$ cat config.mk
export PLATFORM = sky130hd
export DESIGN_NAME = mc_ctrl
export DESIGN_NICKNAME = d
export VERILOG_FILES = /design/src/rtl/mc_ctrl.sv
export SDC_FILE = /design/constraint.sdc
export NUM_CORES = 1
export LEC_CHECK = 0
export ABC_AREA = 1
export ABC_CLOCK_PERIOD_IN_PS = 1450
export CORE_MARGIN = 5
export CORE_UTILIZATION = 37
export DETAILED_ROUTE_END_ITERATION = 16
export HOLD_SLACK_MARGIN = 0.02
export MAX_ROUTING_LAYER = met4
export PLACE_DENSITY_LB_ADDON = 0.25
export SLEW_MARGIN = 40
export SYNTH_ARGS = -nofsm -noshare
export SYNTH_HDL_FRONTEND = slang
export SYNTH_SLANG_ARGS = --single-unit
export TNS_END_PERCENT = 100
$ cat constraint.sdc
create_clock -name clk -period 1.45 [get_ports clk]
set_clock_uncertainty 0.15 [all_clocks]
set_input_delay 0.3625 -clock clk [delete_from_list [all_inputs] [get_ports clk]]
set_output_delay 0.3625 -clock clk [all_outputs]
set_load 0.01 [all_outputs]
$ cat src/rtl/mc_ctrl.sv
// mc_ctrl: multi-cycle MIPS control unit.
// Steps each instruction through FETCH, DECODE, then the execute, memory
// and writeback states that its opcode needs. It produces the IR load
// strobe and the PC, memory, register-file and ALU-mux controls.
//
// Ports:
//   clk        rising-edge clock
//   rst        synchronous active-high reset (returns to FETCH)
//   op         opcode from IR dout[31:26]
//   mem_ready  memory finished the current read/write this cycle
//   irwr, pcwr, pcwrcond, pcsrc, iord, memrd, memwr, regwr, regdst,
//   memtoreg, alusrca, alusrcb, aluop   datapath controls
//   retire     one-cycle pulse when an instruction completes
//   illegal    unsupported opcode seen in DECODE
//   state      current state (debug)
module mc_ctrl #(
  parameter int OP_W = 6,
  parameter int ST_W = 4
) (
  input  logic            clk,
  input  logic            rst,
  input  logic [OP_W-1:0] op,
  input  logic            mem_ready,
  output logic            irwr,
  output logic            pcwr,
  output logic            pcwrcond,
  output logic [1:0]      pcsrc,
  output logic            iord,
  output logic            memrd,
  output logic            memwr,
  output logic            regwr,
  output logic            regdst,
  output logic            memtoreg,
  output logic            alusrca,
  output logic [1:0]      alusrcb,
  output logic [1:0]      aluop,
  output logic            retire,
  output logic            illegal,
  output logic [ST_W-1:0] state
);

  localparam logic [ST_W-1:0] S_FETCH  = 4'd0;
  localparam logic [ST_W-1:0] S_DECODE = 4'd1;
  localparam logic [ST_W-1:0] S_MEMADR = 4'd2;
  localparam logic [ST_W-1:0] S_MEMRD  = 4'd3;
  localparam logic [ST_W-1:0] S_MEMWB  = 4'd4;
  localparam logic [ST_W-1:0] S_MEMWR  = 4'd5;
  localparam logic [ST_W-1:0] S_EXEC   = 4'd6;
  localparam logic [ST_W-1:0] S_RWB    = 4'd7;
  localparam logic [ST_W-1:0] S_BRANCH = 4'd8;
  localparam logic [ST_W-1:0] S_JUMP   = 4'd9;
  localparam logic [ST_W-1:0] S_IEXEC  = 4'd10;
  localparam logic [ST_W-1:0] S_IWB    = 4'd11;

  localparam logic [OP_W-1:0] OP_RTYPE = 6'b000000;
  localparam logic [OP_W-1:0] OP_LW    = 6'b100011;
  localparam logic [OP_W-1:0] OP_SW    = 6'b101011;
  localparam logic [OP_W-1:0] OP_BEQ   = 6'b000100;
  localparam logic [OP_W-1:0] OP_J     = 6'b000010;
  localparam logic [OP_W-1:0] OP_ADDI  = 6'b001000;
  localparam logic [OP_W-1:0] OP_ORI   = 6'b001101;

  logic [ST_W-1:0] r_state;
  logic [ST_W-1:0] w_next;

  always_ff @(posedge clk) begin
    if (rst) r_state <= S_FETCH;
    else     r_state <= w_next;
  end

  assign state = r_state;

  always_comb begin
    w_next   = S_FETCH;
    irwr     = 1'b0;
    pcwr     = 1'b0;
    pcwrcond = 1'b0;
    pcsrc    = 2'b00;
    iord     = 1'b0;
    memrd    = 1'b0;
    memwr    = 1'b0;
    regwr    = 1'b0;
    regdst   = 1'b0;
    memtoreg = 1'b0;
    alusrca  = 1'b0;
    alusrcb  = 2'b00;
    aluop    = 2'b00;
    retire   = 1'b0;
    illegal  = 1'b0;
    case (r_state)
      S_FETCH: begin
        memrd   = 1'b1;
        alusrcb = 2'b01;
        // IR load and PC+4 commit only on the cycle the fetch completes.
        irwr    = mem_ready;
        pcwr    = mem_ready;
        w_next  = mem_ready ? S_DECODE : S_FETCH;
      end
      S_DECODE: begin
        alusrcb = 2'b11;
        case (op)
          OP_RTYPE:      w_next = S_EXEC;
          OP_LW, OP_SW:  w_next = S_MEMADR;
          OP_BEQ:        w_next = S_BRANCH;
          OP_J:          w_next = S_JUMP;
          OP_ADDI,
          OP_ORI:        w_next = S_IEXEC;
          default: begin
            // Unsupported opcode: flag it and drop the instruction.
            illegal = 1'b1;
            retire  = 1'b1;
            w_next  = S_FETCH;
          end
        endcase
      end
      S_MEMADR: begin
        alusrca = 1'b1;
        alusrcb = 2'b10;
        if (op == OP_LW)      w_next = S_MEMRD;
        else if (op == OP_SW) w_next = S_MEMWR;
        else                  w_next = S_FETCH;
      end
      S_MEMRD: begin
        iord   = 1'b1;
        memrd  = 1'b1;
        w_next = mem_ready ? S_MEMWB : S_MEMRD;
      end
      S_MEMWB: begin
        regwr    = 1'b1;
        memtoreg = 1'b1;
        retire   = 1'b1;
      end
      S_MEMWR: begin
        iord   = 1'b1;
        memwr  = 1'b1;
        retire = mem_ready;
        w_next = mem_ready ? S_FETCH : S_MEMWR;
      end
      S_EXEC: begin
        alusrca = 1'b1;
        aluop   = 2'b10;
        w_next  = S_RWB;
      end
      S_RWB: begin
        regwr  = 1'b1;
        regdst = 1'b1;
        retire = 1'b1;
      end
      S_BRANCH: begin
        alusrca  = 1'b1;
        aluop    = 2'b01;
        pcsrc    = 2'b01;
        pcwrcond = 1'b1;
        retire   = 1'b1;
      end
      S_JUMP: begin
        pcsrc  = 2'b10;
        pcwr   = 1'b1;
        retire = 1'b1;
      end
      S_IEXEC: begin
        alusrca = 1'b1;
        alusrcb = 2'b10;
        aluop   = (op == OP_ORI) ? 2'b11 : 2'b00;
        w_next  = S_IWB;
      end
      S_IWB: begin
        regwr  = 1'b1;
        retire = 1'b1;
      end
      default: w_next = S_FETCH;
    endcase
  end

endmodule

==> metrics.log <==
[metrics] Die X: 48.7 um
[metrics] transition time at the pin with the least slew margin: 0.269 ns
[metrics] setup slack of the worst register-to-register path: -0.21 ns
[metrics] via count: 1187
[metrics] final worst setup slack: -0.445 ns
[metrics] Hold WC Path Type: input pin to register
[metrics] DPL Wire Length: 1890 um
[metrics] failing checks: setup timing
[metrics] die area: 2370 um2
[metrics] initial DRC count: 60
[metrics] total power per unit cell area: 363 nW/um2
[metrics] mean number of vias per cell: 6.03
[metrics] Clock power frac: 0.366
[metrics] startpoint of the most critical hold path: op[0]
[metrics] worst setup slack before clock tree synthesis: -1.14 ns
[metrics] count of port buffers added during placement: 30
[metrics] htree depth: 1
[metrics] critical path capture point type: output pin
[metrics] highest net fanout along the worst path: 4
[metrics] number of global-route vias before repair: 1154
[metrics] floorplan die height: 48.7 um
[metrics] TritonCTS clock tree: built
[metrics] RSZ-0062 raised after global routing: true
[metrics] aggregate negative setup slack: -6.91 ns
[metrics] fraction of final layout cells sized beyond drive strength 1: 0.674
[metrics] maximum number of pins on one net before global-route repair: 7
[metrics] final design area excluding fillers: 1380 um2
[metrics] status: complete, but fails checks
[metrics] leading cell type in the layout, fill and taps excluded: sky130_fd_sc_hd__buf_4
[metrics] peak per-stage delay on the critical path: 0.34 ns
[metrics] Sw Ratio: 0.395
[metrics] final critical-path share of the clock period: 1.31
[metrics] count of filler cells inserted in the layout: 48
[metrics] number of different library cells in the post-synthesis netlist: 16
[metrics] sequential-to-total area share from yosys stat: 0.144
[metrics] leading post-synthesis cells by cell area: sky130_fd_sc_hd__nor2_1, sky130_fd_sc_hd__nand2_1, sky130_fd_sc_hd__dfxtp_1
[metrics] total global routing overflow: 0
[metrics] Post-layout nets: 191
[metrics] data arrival time of the critical path: 1.38 ns
[metrics] part of the power in registers: 0.225
[metrics] wire length of the first global-routing pass: 5120 um
[metrics] cell type contributing the most total cell area after synthesis: sky130_fd_sc_hd__nor2_1
[metrics] Sink Count: 4
[metrics] critical path's slowest cell: sky130_fd_sc_hd__dfxtp_2
[metrics] Reg clk slew, reported paths: 0.06 ns
[metrics] cell count after placement: 189
[metrics] final-report hold violation count: 0
[metrics] r2r endpoint: state[2]
[metrics] count of cells along the worst hold path: 5
[metrics] LEAKAGE: 0.716 nW
[metrics] Yosys reg bits: 4
[metrics] worst supply voltage drop on vdd: 0.352 mV
[metrics] Avg WL per Cell: 20.6 um
[metrics] number of placement rows: 14
[metrics] TritonCTS buffer count: 3
[metrics] number of flip-flops in the largest register: 4
[metrics] setup-violating endpoint count in the final report: 23
[metrics] Max clock buf depth: 2
[metrics] net switching power: 199 uW
[metrics] number of search-and-repair iterations in the first detailed-routing pass: 5
[metrics] number of max-capacitance violations reported: 0
[metrics] post-synthesis instance area: 554 um2
[metrics] Post-Synthesis Cells: 116
[metrics] Synth top area share: 0.210
[metrics] max frequency: 0.528 GHz
[metrics] Syn Area/Cell: 4.78 um2
[metrics] Logic pwr share: 0.409
[metrics] overall routing resource usage: 0.279
[metrics] number of top-level design ports: 31
[metrics] Skew-Pair Late Insertion Delay: 0.27 ns
[metrics] final critical delay including setup and external delays: 1.90 ns
[metrics] Cell Chain, Critical Path: inv_4 > nand2_4 > inv_2 > nand2_2 > o21ai_2 > nor2_4 > o21ai_2 > buf_2
[metrics] count of placed standard cells in the final layout, fillers left out: 197
[metrics] cell internal pwr: 304 uW
[metrics] Worst Hold End: state[1]
[metrics] Startpoint Class: register
[metrics] Pwr Total: 503 uW
[metrics] Warnings, synthesis: 0
[metrics] CTS root buf: sky130_fd_sc_hd__clkbuf_4
[metrics] worst setup path class: register to output pin
[metrics] DRC violations left: 0
[metrics] most used cell along the critical path: sky130_fd_sc_hd__o21ai_2
[metrics] total detailed-routing wirelength: 4050 um
[metrics] GP Congestion: 0.848
[metrics] Area after DPL: 1110 um2
[metrics] post-synthesis to final-layout area growth: 150%
[metrics] top library cells by usage in the layout, fill and taps aside: sky130_fd_sc_hd__buf_4, sky130_fd_sc_hd__nand2_1, sky130_fd_sc_hd__nor2_1, sky130_fd_sc_hd__buf_6
[metrics] CP top delay family: flip-flops
[metrics] final max-slew violation count: 0
[metrics] initial antenna violation count: 0
[metrics] required time of the critical path: 0.94 ns
[metrics] relative slew slack: 0.819
[metrics] buffering stage count on the worst path with inverters included: 3
[metrics] Antenna Nets Post-Route: 0
[metrics] n_diodes: 0
[metrics] Core Area: 1470 um2
[metrics] initial core utilization: 0.377
[metrics] number of nets in the synthesized netlist: 125
[metrics] launching point of the worst reg2reg path: state[3]
[metrics] worst-case reg-to-reg path depth: 11
[synth_stat cells (all sizes together)]
| cell type | instances |
|---|---|
| inv | 22 |
| nor3 | 1 |
| dfxtp | 4 |
| nor4 | 1 |
| buf | 1 |
| nand2 | 30 |
| nand3 | 16 |
| nand3b | 1 |
| a21oi | 3 |
| nor2 | 32 |
| o21ai | 5 |
[what timing repair did]
action	4_1_cts	5_1_grt
setup buffers	4	2
resized for setup	172	27
setup endpoints to repair	26	23
pin swaps	21	14
hold buffers	0	0
[worst register-to-register path, cell delays in order, from the launching register on]
cell and delay, ns:
sky130_fd_sc_hd__dfxtp_2 0.37, sky130_fd_sc_hd__inv_4 0.07, sky130_fd_sc_hd__nand2_4 0.09, sky130_fd_sc_hd__inv_2 0.06
sky130_fd_sc_hd__nand2_2 0.10, sky130_fd_sc_hd__buf_4 0.14, sky130_fd_sc_hd__inv_4 0.04, sky130_fd_sc_hd__buf_4 0.12
sky130_fd_sc_hd__nand2_1 0.10, sky130_fd_sc_hd__nand3_2 0.10, sky130_fd_sc_hd__nor2_1 0.14, sky130_fd_sc_hd__nor2_1 0.06
[final cells by class]
| class | count | area (um2) | share of cell area |
|---|---|---|---|
| multi-input cells | 89 | 612 | 0.442 |
| repair buffers | 62 | 533 | 0.385 |
| inverters | 22 | 100 | 0.0723 |
| flip-flops and latches | 4 | 92.6 | 0.0669 |
| clock buffers | 4 | 26.3 | 0.0190 |
| well taps | 16 | 20.0 | 0.0145 |
[power groups by stage]
stage	combinational, mW	clock (mW)	sequential (mW)
2_1_floorplan	0.0587	0	0.118
3_3_place_gp	0.157	0	0.116
3_5_place_dp	0.163	0	0.116
4_1_cts	0.174	0.166	0.113
5_1_grt	0.216	0.184	0.113
6_report	0.206	0.184	0.113
[through the flow]
step	hold slack, ns	util
6_report	0.503	0.940
5_1_grt	0.533	0.940
4_1_cts	0.422	0.862
3_5_place_dp	0.649	0.755
3_3_place_gp	0.647	0.755
2_1_floorplan	0.274	-
[cell families (layout without fill, tap and decap cells)]
family,after synthesis,after routing,synth area share
AOI/OAI and AO/OA,8,8,0.0722
DFF,4,4,0.144
buffers and inverters,23,88,0.163
and+or+nand+nor,81,81,0.621
[how the worst max path moves through the flow]
stage | cells past startpoint | from | slack [ns] | endpoint
global placement | 8 | op[1] | -1.07 | retire
global route | 8 | state[3] | -0.47 | retire
finish | 8 | state[3] | -0.45 | retire
CTS | 8 | state[3] | -0.32 | retire
detailed placement | 8 | op[2] | -1.14 | retire
floorplan | 5 | state[1] | -0.03 | alusrca
[routing by layer]
metal | GRT usage | vias up | wire length (um)
met5 | - | - | 0
met1 | 0.245 | 562 | 1420
met3 | 0.0644 | 35 | 328
li1 | - | 487 | -
met2 | 0.504 | 103 | 2020
met4 | 0.211 | 0 | 292
No activity file was read; power rests on OpenSTA's default activity.
